File: src/rtl/board_pkg.sv
// ----------------------------------------------------------------
// board_pkg: LED mode encoding and heartbeat timing constants
// Rev 1.0
// ----------------------------------------------------------------
`timescale 1ns/1ps
`default_nettype none

package board_pkg;

  typedef enum logic [1:0] {
    LED_OFF   = 2'b00,
    LED_ON    = 2'b01,
    LED_BLINK = 2'b10,
    LED_HB    = 2'b11
  } led_mode_e;

  localparam int HB_PERIOD_MS = 1000;
  localparam int HB_ON_MS     = 100;
  localparam int HB_GAP_MS    = 200;

  // Double pulse: lit for [0,ON) and [GAP,GAP+ON) of each frame.
  function automatic logic hb_level(input logic [9:0] count);
    return (count < 10'(HB_ON_MS)) ||
           ((count >= 10'(HB_GAP_MS)) && (count < 10'(HB_GAP_MS + HB_ON_MS)));
  endfunction

endpackage

`default_nettype wire

File: src/rtl/reset_sync_stretch.sv
// ----------------------------------------------------------------
// reset_sync_stretch: rst_n synchroniser plus hold counter -> soc_rst
// Rev 1.0
// ----------------------------------------------------------------
`timescale 1ns/1ps
`default_nettype none

module reset_sync_stretch #(
  parameter int RST_HOLD = 16
) (
  input  logic clk,
  input  logic rst_n,
  output logic soc_rst,
  output logic rst_done
);

  localparam int c_hold_w = $clog2(RST_HOLD + 1);
  localparam logic [c_hold_w-1:0] c_hold_last = c_hold_w'(RST_HOLD - 1);

  logic [1:0]          r_sync;
  logic [c_hold_w-1:0] r_hold;
  logic                r_soc_rst;
  logic                r_rst_done;

  // Assertion is asynchronous; release waits for the synchronised level.
  always_ff @(posedge clk or negedge rst_n) begin
    if (!rst_n) begin
      r_sync     <= 2'b00;
      r_hold     <= '0;
      r_soc_rst  <= 1'b1;
      r_rst_done <= 1'b0;
    end else begin
      r_sync <= {r_sync[0], 1'b1};
      if (r_soc_rst && r_sync[1]) begin
        if (r_hold == c_hold_last) begin
          r_soc_rst  <= 1'b0;
          r_rst_done <= 1'b1;
        end else begin
          r_hold <= r_hold + 1'b1;
        end
      end
    end
  end

  assign soc_rst  = r_soc_rst;
  assign rst_done = r_rst_done;

endmodule

`default_nettype wire

File: src/rtl/board_status_ctrl.sv
// ----------------------------------------------------------------
// board_status_ctrl: SoC reset sequencing, ms timebase, status LEDs
// Rev 1.0
// ----------------------------------------------------------------
`timescale 1ns/1ps
`default_nettype none

module board_status_ctrl
  import board_pkg::*;
#(
  parameter int CLK_HZ   = 100_000_000,
  parameter int N_LED    = 4,
  parameter int RST_HOLD = 16,
  parameter int BLINK_MS = 500,
  parameter int ACT_MS   = 50
) (
  input  logic               clk,
  input  logic               rst_n,
  output logic               soc_rst,
  output logic               rst_done,
  input  logic [2*N_LED-1:0] mode,
  input  logic [N_LED-1:0]   act,
  output logic               tick_ms,
  output logic [N_LED-1:0]   led
);

  if (((CLK_HZ % 1000) != 0) || (CLK_HZ < 2000)) begin : g_bad_clk
    $error("board_status_ctrl: CLK_HZ must be a multiple of 1000 and >= 2000");
  end
  if ((N_LED < 1) || (N_LED > 16)) begin : g_bad_nled
    $error("board_status_ctrl: N_LED must be in 1..16");
  end

  localparam int c_div     = CLK_HZ / 1000;
  localparam int c_presc_w = $clog2(c_div);
  localparam int c_blink_w = (BLINK_MS > 1) ? $clog2(BLINK_MS) : 1;
  localparam int c_act_w   = $clog2(ACT_MS + 1);

  localparam logic [c_presc_w-1:0] c_presc_last = c_presc_w'(c_div - 1);
  localparam logic [c_blink_w-1:0] c_blink_last = c_blink_w'(BLINK_MS - 1);
  localparam logic [9:0]           c_hb_last    = 10'(HB_PERIOD_MS - 1);
  localparam logic [c_act_w-1:0]   c_act_load   = c_act_w'(ACT_MS);

  logic                 w_soc_rst;
  logic [c_presc_w-1:0] r_presc;
  logic                 r_tick;
  logic [c_blink_w-1:0] r_blink_cnt;
  logic                 r_blink;
  logic [9:0]           r_hb_cnt;
  logic                 w_hb;
  logic [N_LED-1:0]     w_led_next;
  logic [N_LED-1:0]     r_led;

  reset_sync_stretch #(
    .RST_HOLD (RST_HOLD)
  ) u_reset_sync_stretch (
    .clk      (clk),
    .rst_n    (rst_n),
    .soc_rst  (w_soc_rst),
    .rst_done (rst_done)
  );

  // tick_ms lags the terminal count by one cycle so it comes from a flop.
  always_ff @(posedge clk or negedge rst_n) begin
    if (!rst_n) begin
      r_presc <= '0;
      r_tick  <= 1'b0;
    end else if (w_soc_rst) begin
      r_presc <= '0;
      r_tick  <= 1'b0;
    end else begin
      r_presc <= (r_presc == c_presc_last) ? '0 : r_presc + 1'b1;
      r_tick  <= (r_presc == c_presc_last);
    end
  end

  // Shared blink and heartbeat phase so same-mode LEDs stay aligned.
  always_ff @(posedge clk or negedge rst_n) begin
    if (!rst_n) begin
      r_blink_cnt <= '0;
      r_blink     <= 1'b0;
      r_hb_cnt    <= '0;
    end else if (w_soc_rst) begin
      r_blink_cnt <= '0;
      r_blink     <= 1'b0;
      r_hb_cnt    <= '0;
    end else if (r_tick) begin
      if (r_blink_cnt == c_blink_last) begin
        r_blink_cnt <= '0;
        r_blink     <= ~r_blink;
      end else begin
        r_blink_cnt <= r_blink_cnt + 1'b1;
      end
      r_hb_cnt <= (r_hb_cnt == c_hb_last) ? '0 : r_hb_cnt + 1'b1;
    end
  end

  assign w_hb = hb_level(r_hb_cnt);

  for (genvar i = 0; i < N_LED; i++) begin : g_led
    led_mode_e          w_mode;
    logic               w_base;
    logic [c_act_w-1:0] r_stretch;

    assign w_mode = led_mode_e'(mode[2*i +: 2]);

    always_comb begin
      w_base = 1'b0;
      case (w_mode)
        LED_OFF:   w_base = 1'b0;
        LED_ON:    w_base = 1'b1;
        LED_BLINK: w_base = r_blink;
        LED_HB:    w_base = w_hb;
        default:   w_base = 1'b0;
      endcase
    end

    // A strobe reloads the full length; a coincident tick is ignored.
    always_ff @(posedge clk or negedge rst_n) begin
      if (!rst_n) begin
        r_stretch <= '0;
      end else if (w_soc_rst) begin
        r_stretch <= '0;
      end else if (act[i]) begin
        r_stretch <= c_act_load;
      end else if (r_tick && (r_stretch != '0)) begin
        r_stretch <= r_stretch - 1'b1;
      end
    end

    assign w_led_next[i] = w_base ^ (r_stretch != '0);
  end

  always_ff @(posedge clk or negedge rst_n) begin
    if (!rst_n) begin
      r_led <= '1;
    end else if (w_soc_rst) begin
      r_led <= '1;
    end else begin
      r_led <= w_led_next;
    end
  end

  assign soc_rst = w_soc_rst;
  assign tick_ms = r_tick;
  assign led     = r_led;

endmodule

`default_nettype wire

File: config.mk
export PLATFORM = sky130hd
export DESIGN_NAME = board_status_ctrl
export DESIGN_NICKNAME = d
export VERILOG_FILES = /design/src/rtl/board_pkg.sv /design/src/rtl/reset_sync_stretch.sv /design/src/rtl/board_status_ctrl.sv
export SDC_FILE = /design/constraint.sdc
export NUM_CORES = 1
export LEC_CHECK = 0
export CORE_MARGIN = 4
export CORE_UTILIZATION = 35
export DETAILED_ROUTE_END_ITERATION = 10
export HOLD_SLACK_MARGIN = 0.15
export MAX_ROUTING_LAYER = met4
export PLACE_DENSITY_LB_ADDON = 0.25
export SYNTH_ARGS = -nofsm -noshare
export SYNTH_HDL_FRONTEND = slang
export SYNTH_SLANG_ARGS = --single-unit
File: constraint.sdc
create_clock -name clk -period 4.8 [get_ports clk]
set_input_delay 0.48 -clock clk [delete_from_list [all_inputs] [get_ports clk]]
set_output_delay 0.48 -clock clk [all_outputs]
set_load 0.05 [all_outputs]
==> results.md, run 1 <==
- RSZ-0062 raised after global routing: false
- Core ar.: 10840 um^2
- Max incr delay on CP: 0.94 ns
- Vias in the first global route: 2776
- Slew Viols, Final: 0
- Drt initial violations: 173
- Syn-to-layout area delta: 13.16%
- I/O Pins: 21
- Mapped Area: 3889 um^2
- Cts hold-fix bufs: 0
- Final Cell Area: 4400 um^2
- R2r worst-path depth: 4
- Non-Filler Instances: 571
- Origin of the critical flop-to-flop path: tick_ms$_DFF_PN0_
- CTS buffer count: 9
- Delay-heaviest family, CP: buffers and inverters
- Final Hold Viols: 0
- Clock Tree Root: clkbuf_8
- WS Path Type: reg2out
- Row cnt: 38
- Max_cap viols: 0
- Leak pwr: 1.885 nW
- Crit Path Max Fanout: 23
- Most numerous cell in the Yosys netlist: dfrtp_1
- Routed via count: 2823
- Sw Ratio: 0.2219
- CP Capture Point: tick_ms
- Power Density: 264.1 nW/um^2
- Clock sinks: 75
- # placed instances: 555
- Share of post-route cells with drive strength above 1: 0.07657
- Initial DRT Pass Iterations: 4
- Clk pwr share: 0.413
- Post-synth top cells: dfrtp_1 (70), nor2_1 (53), nand2_1 (36)
- Post-synth top area cell: dfrtp_1
- Main synth FF type: dfrtp_1
- Post-Synthesis Cells: 406
- ANT nets after route: 0
- Critical Path Stages: 1
- Largest net degree at the start of global routing: 76
- Synth warn: 0
- Die X: 113.4 um
- Syn_nets: 434
- CTS H-tree depth: 3
- Starting Density: 0.3587
- Worst path arrival time: 2.12 ns
- Worst setup EP type: primary output
- Routability cong.: 0.7989
- Vias per cell: 4.944
- Fin Setup TNS: 0 ns
- Tmin final: 2.599 ns
- Synth async-reset ratio: 1.000
- Post-cts gate resize count: 0
- Clock transition at the registers of the reported paths: 0.08 ns
- Crit-path slowest cell: clkdlybuf4s50_1
- Yosys reg bits: 75
- Max-slew headroom: 0.3801
- EDFF count, synth: 0
- Minimum setup slack among reg-to-reg paths: 2.79 ns
- GRT overflow: 0
- Fin crit share: 0.5415
- Status: finished clean
- Internal power: 904.3 uW
- Distinct cell type count after synthesis: 48
- Hpwl dp: 4764 um
- Worst path required time: 4.32 ns
- Overall Power: 1.162 mW
- Antenna Cells: 0
- Fin Clk Skew: 0.008875 ns
- Reg power frac: 0.548
- CTS tree: done
- Die ar.: 12860 um^2
- Worst-Margin Slew: 0.9299 ns
- # nets final: 454
- Initial antenna violation count: 0
- Area after DPL: 4207 um^2
- Top cell type's share of synthesized area: 0.4505
- Drt total wl: 7162 um
- Critical path cell sequence: clkdlybuf4s50_1
- Port Buffers: 20
- Final setup violation count: 0
- Worst flop-to-flop path endpoint: g_led[1].r_stretch[5]$_DFFE_PN0P_
- CP Launch Type: flip-flop
- Combinational Power Share: 0.039
- First-pass GRT wire length: 12720 um
- NetSw: 257.9 uW
- Drt drc: 0
- Setup bufs post-CTS: 0
- Fmax: 384.7 MHz
- Hold Path Class: in2async
- Routed wire length per instance: 12.54 um
- Clk_lat worst skew: 0.34 ns
- VDD IR max: 0.1435 mV
- Gr usage total: 0.1241
- Sequential area share after synthesis: 0.4842
- Clock Path Buffers: 2
- Total buffers and inverters traversed by the critical path: 1
- Avg Inst Size Synth: 9.578 um^2
- Top post-synthesis cells by area: dfrtp_1 (45%), xor2_1 (7.2%), nor2_1 (5.1%), ha_1 (4.5%), nand2_1 (3.5%)
- Setup crit start: tick_ms$_DFF_PN0_
- DIE HEIGHT: 113.4 um
[how the worst min path moves through the flow]
| stage | slack (ns) | endpoint | from | cells past startpoint |
|---|---|---|---|---|
| floorplan | 0.18 | g_led[0].r_stretch[0]$_DFFE_PN0P_ | rst_n | 0 |
| global placement | 0.34 | u_reset_sync_stretch.r_sync[1]$_DFF_PN0_ | u_reset_sync_stretch.r_sync[0]$_DFF_PN0_ | 0 |
| detailed placement | 0.34 | u_reset_sync_stretch.r_sync[1]$_DFF_PN0_ | u_reset_sync_stretch.r_sync[0]$_DFF_PN0_ | 0 |
| CTS | 0.31 | r_hb_cnt[6]$_DFFE_PN0P_ | rst_n | 1 |
| global route | 0.36 | r_hb_cnt[8]$_DFFE_PN0P_ | rst_n | 1 |
| finish | 0.27 | r_hb_cnt[8]$_DFFE_PN0P_ | rst_n | 1 |
[layout make-up]
cell class,count,area [um^2]
clock buffer,11,141.4
clock inverter,5,52.55
fill,1084,6440
inverter,19,71.32
multi-input combinational,300,1872
sequential,75,1883
tap,140,175.2
timing repair buffer,21,205.2
[cell usage in the layout, fill, tap and decap left out, types with 9 or more instances in the layout]
master           synthesis  final
a21oi_1                 14     14
xnor2_1                 13     13
dfrtp_1                 70     70
nand2_1                 36     36
xor2_1                  32     32
nand2b_1                 9      9
nor2_1                  53     53
nand4_1                  9      9
ha_1                    14     14
nor3_1                  17     17
clkdlybuf4s50_1          0     19
inv_1                   19     19
clkbuf_8                 0     10
nand3_1                 22     22
[power by group through the flow]
| stage | combinational (mW) | clock (mW) | sequential (mW) |
|---|---|---|---|
| after floorplan | 0.00613 | 0 | 0.658 |
| after global placement | 0.0464 | 0 | 0.649 |
| after detailed placement | 0.0465 | 0 | 0.649 |
| after CTS | 0.0466 | 0.502 | 0.637 |
| after global routing | 0.0503 | 0.530 | 0.637 |
| final | 0.0449 | 0.480 | 0.637 |
[per-layer routing]
| layer | global-route usage | vias up | part of all wire |
|---|---|---|---|
| met1 | 0.1570 | 1350 | 0.50 |
| li1 | - | 1434 | - |
| met4 | 0.03926 | 0 | 0.011 |
| met5 | - | - | 0 |
| met3 | 0.03236 | 8 | 0.032 |
| met2 | 0.1959 | 31 | 0.45 |
[cells by family after synthesis]
logic type               synth area share
XOR/XNOR                           0.1014
buffers and inverters             0.03443
AO/OA/AOI/OAI                     0.08462
AND/OR/NAND/NOR                    0.2339
multiplexers                      0.01544
adder cells (fa/ha/maj)           0.04505
other                           0.0009643
flip-flops                         0.4842
[state kept, by name, summed over array words and instances (netlist names)]
name	count
u_reset_sync_stretch.r_sync	2
u_reset_sync_stretch.r_hold	5
u_reset_sync_stretch.soc_rst	1
r_presc	17
u_reset_sync_stretch.rst_done	1
tick_ms	1
r_blink	1
r_blink_cnt	9
led	4
r_hb_cnt	10
g_led.r_stretch	24
[per-stage QoR]
step	setup WS, ns	utilization	hold slack, ns
6_report	2.201	0.4059	0.2712
5_1_grt	2.092	0.4059	0.3581
4_1_cts	2.180	0.4059	0.3063
3_5_place_dp	2.566	0.3880	0.3413
3_3_place_gp	2.602	0.3880	0.3374
2_1_floorplan	2.904	-	0.1844
Note: power is estimated with default switching activity, not from simulation.
==> run 2: changes to the inputs <==
==> constraint.sdc (replaced) <==
create_clock -name clk -period 2.6 [get_ports clk]
set_input_delay 0.26 -clock clk [delete_from_list [all_inputs] [get_ports clk]]
set_output_delay 0.26 -clock clk [all_outputs]
set_load 0.05 [all_outputs]
==> results.md, run 2 (synthesis results as in run 1) <==
- Status: finished clean
- ANT nets after route: 0 (unchanged)
- Drt drc: 0 (unchanged)
- Fin crit share: 0.8361
- Worst slack at placement: 0.7551 ns (-1.811 ns)
- Most frequent cells in the layout: dfrtp_1 (70), nor2_1 (53), nand2_1 (36)
- CTS H-tree depth: 3 (unchanged)
- Syn-to-layout area delta: 15.51%
- Worst flop-to-flop path endpoint: r_presc[3]$_DFF_PN0_
- Fin Clk Skew: 0.004524 ns (-0.004351 ns)
- Drt initial violations: 105 (-39%)
- Die X: 113.4 um (unchanged)
- Worst path required time: 2.34 ns (-1.98 ns)
- Final setup margin: 0.4261 ns (-1.775 ns)
- Clock Path Buffers: 2 (unchanged)
- Initial DRT Pass Iterations: 4 (unchanged)
- Crit Path Max Fanout: 15 (-35%)
- Max_cap viols: 0 (unchanged)
- Largest net degree at the start of global routing: 76 (unchanged)
- CTS tree: done
- Gr usage total: 0.1264 (+0.002352)
- WS Path Type: reg2out
- VDD IR max: 0.4078 mV (+180%)
- CTS buffer count: 9 (unchanged)
- Delay-heaviest family, CP: buffers and inverters
- Worst-Margin Slew: 0.9236 ns (-0.006363 ns)
- Clock sinks: 75 (unchanged)
- Worst path arrival time: 1.91 ns (-0.21 ns)
- # nets final: 457 (+0.66%)
- Hold Path Stages: 0
- Biggest regs: g_led.r_stretch x24, r_presc x17, r_hb_cnt x10
- Tmin final: 2.174 ns
- Fillers: 1061 (-2.1%)
- Hold Path Class: reg2reg
- Top reg by flops: g_led.r_stretch
- Leak pwr: 1.933 nW (+2.6%)
- Clk_lat worst skew: 0.35 ns (about the same)
- GRT overflow: 0 (unchanged)
- Row cnt: 38 (unchanged)
- Most common cell after layout, fill and taps aside: dfrtp_1
- Total buffers and inverters traversed by the critical path: 1 (unchanged)
- Routed wire length per instance: 12.69 um (+1.2%)
- First-pass GRT wire length: 12840 um (+0.98%)
- Crit-path slowest cell: clkdlybuf4s50_1
- Die ar.: 12860 um^2 (unchanged)
- Share of post-route cells with drive strength above 1: 0.08295 (+0.006383)
- Fmax: 460.0 MHz
- Final Hold Viols: 0 (unchanged)
- Initial antenna violation count: 0 (unchanged)
- Vias in the first global route: 2818 (+1.5%)
- Minimum setup slack among reg-to-reg paths: 0.75 ns (-2.04 ns)
- Routed via count: 2847 (+0.85%)
- Antenna Cells: 0 (unchanged)
- Clock Tree Root: clkbuf_8
- R2r worst-path depth: 5 (+1)
- Fin Setup TNS: 0 ns (unchanged)
- Worst Hold Path EP: u_reset_sync_stretch.r_sync[1]$_DFF_PN0_
- Final setup violation count: 0 (unchanged)
- I/O Pins: 21 (unchanged)
- Routability cong.: 0.8184 (+2.4%)
- Max incr delay on CP: 0.90 ns (-0.04 ns)
- Setup bufs post-CTS: 0 (unchanged)
- Vias per cell: 4.960 (+0.32%)
- DIE HEIGHT: 113.4 um (unchanged)
- Max-slew headroom: 0.3843 (+0.004243)
- Origin of the critical flop-to-flop path: r_presc[0]$_DFF_PN0_
- Worst setup EP type: primary output
- Drt total wl: 7283 um (+1.7%)
- CP Launch Type: flip-flop
- Hpwl dp: 4964 um (+4.2%)
- Max reg flops: 24 (unchanged)
- Critical path cell sequence: clkdlybuf4s50_1
- Clock transition at the registers of the reported paths: 0.07 ns (about the same)
- Hold_sp: u_reset_sync_stretch.r_sync[0]$_DFF_PN0_
- Port Buffers: 20 (unchanged)
- Core ar.: 10840 um^2 (unchanged)
- Slew Viols, Final: 0 (unchanged)
- Starting Density: 0.3587 (unchanged)
- RSZ-0062 raised after global routing: false
- Power Density: 532.4 nW/um^2 (+100%)
run 2: cell types whose count changed in the layout (fill, tap and decap cells not counted), sizes merged:
cell	previous run	this run
dlygate4sd3	0	1
clkinv	3	1
buf	2	4
clkinvlp	1	0
clkbuf	11	12
bufinv	1	3
run 2: routing by layer:
layer | global-route usage | up-vias | wire length, um
li1 | - | 1438 | -
met1 | 0.1574 | 1365 | 3555
met2 | 0.1991 | 34 | 3319
met3 | 0.03714 | 10 | 293
met4 | 0.04087 | 0 | 114
met5 | - | - | 0
run 2: report_power, final:
group	switching (mW)	total [mW]	leakage, nW	internal (mW)
Combinational	0.0525	0.0837	0.852	0.0312
Sequential	0.00159	1.18	0.949	1.17
Clock	0.417	1.13	0.133	0.715
Total	0.471	2.39	1.93	1.92
run 2: stage by stage:
stage	cell area, um^2	total power, mW	hold slack, ns	utilization	cells
after floorplan	3889	1.225	-0.03559	-	406
after global placement	4222	1.283	0.3346	0.3894	557
after detailed placement	4222	1.284	0.3426	0.3894	557
after CTS	4492	2.442	0.3604	0.4144	574
after global routing	4492	2.497	0.3729	0.4144	574
final	4492	2.391	0.3559	0.4144	574
run 2: final cells by class:
cell class                 count  area [um^2]  area share
multi-input combinational    300         1872      0.4167
clock buffer                  12        165.2     0.03677
inverter                      19        71.32     0.01588
clock inverter                 4        95.09     0.02117
tap                          140        175.2     0.03900
timing repair buffer          24        230.2     0.05125
sequential                    75         1883      0.4192
run 2: worst max-delay path by stage:
stage                                                        start  slack, ns  cells past startpoint                 endpoint
after floorplan           u_reset_sync_stretch.soc_rst$_DFFE_PN1P_       0.70                      7  r_hb_cnt[6]$_DFFE_PN0P_
after global placement                           tick_ms$_DFF_PN0_       0.78                      1                  tick_ms
after detailed placement                      r_presc[0]$_DFF_PN0_       0.76                      5     r_presc[8]$_DFF_PN0_
after CTS                                        tick_ms$_DFF_PN0_       0.36                      1                  tick_ms
after global routing                             tick_ms$_DFF_PN0_       0.28                      1                  tick_ms
final                                            tick_ms$_DFF_PN0_       0.43                      1                  tick_ms
run 2: timing repair:
action,CTS,global route
gates resized for setup,0,0
endpoints found under the hold margin,70,0
hold buffers,1,0
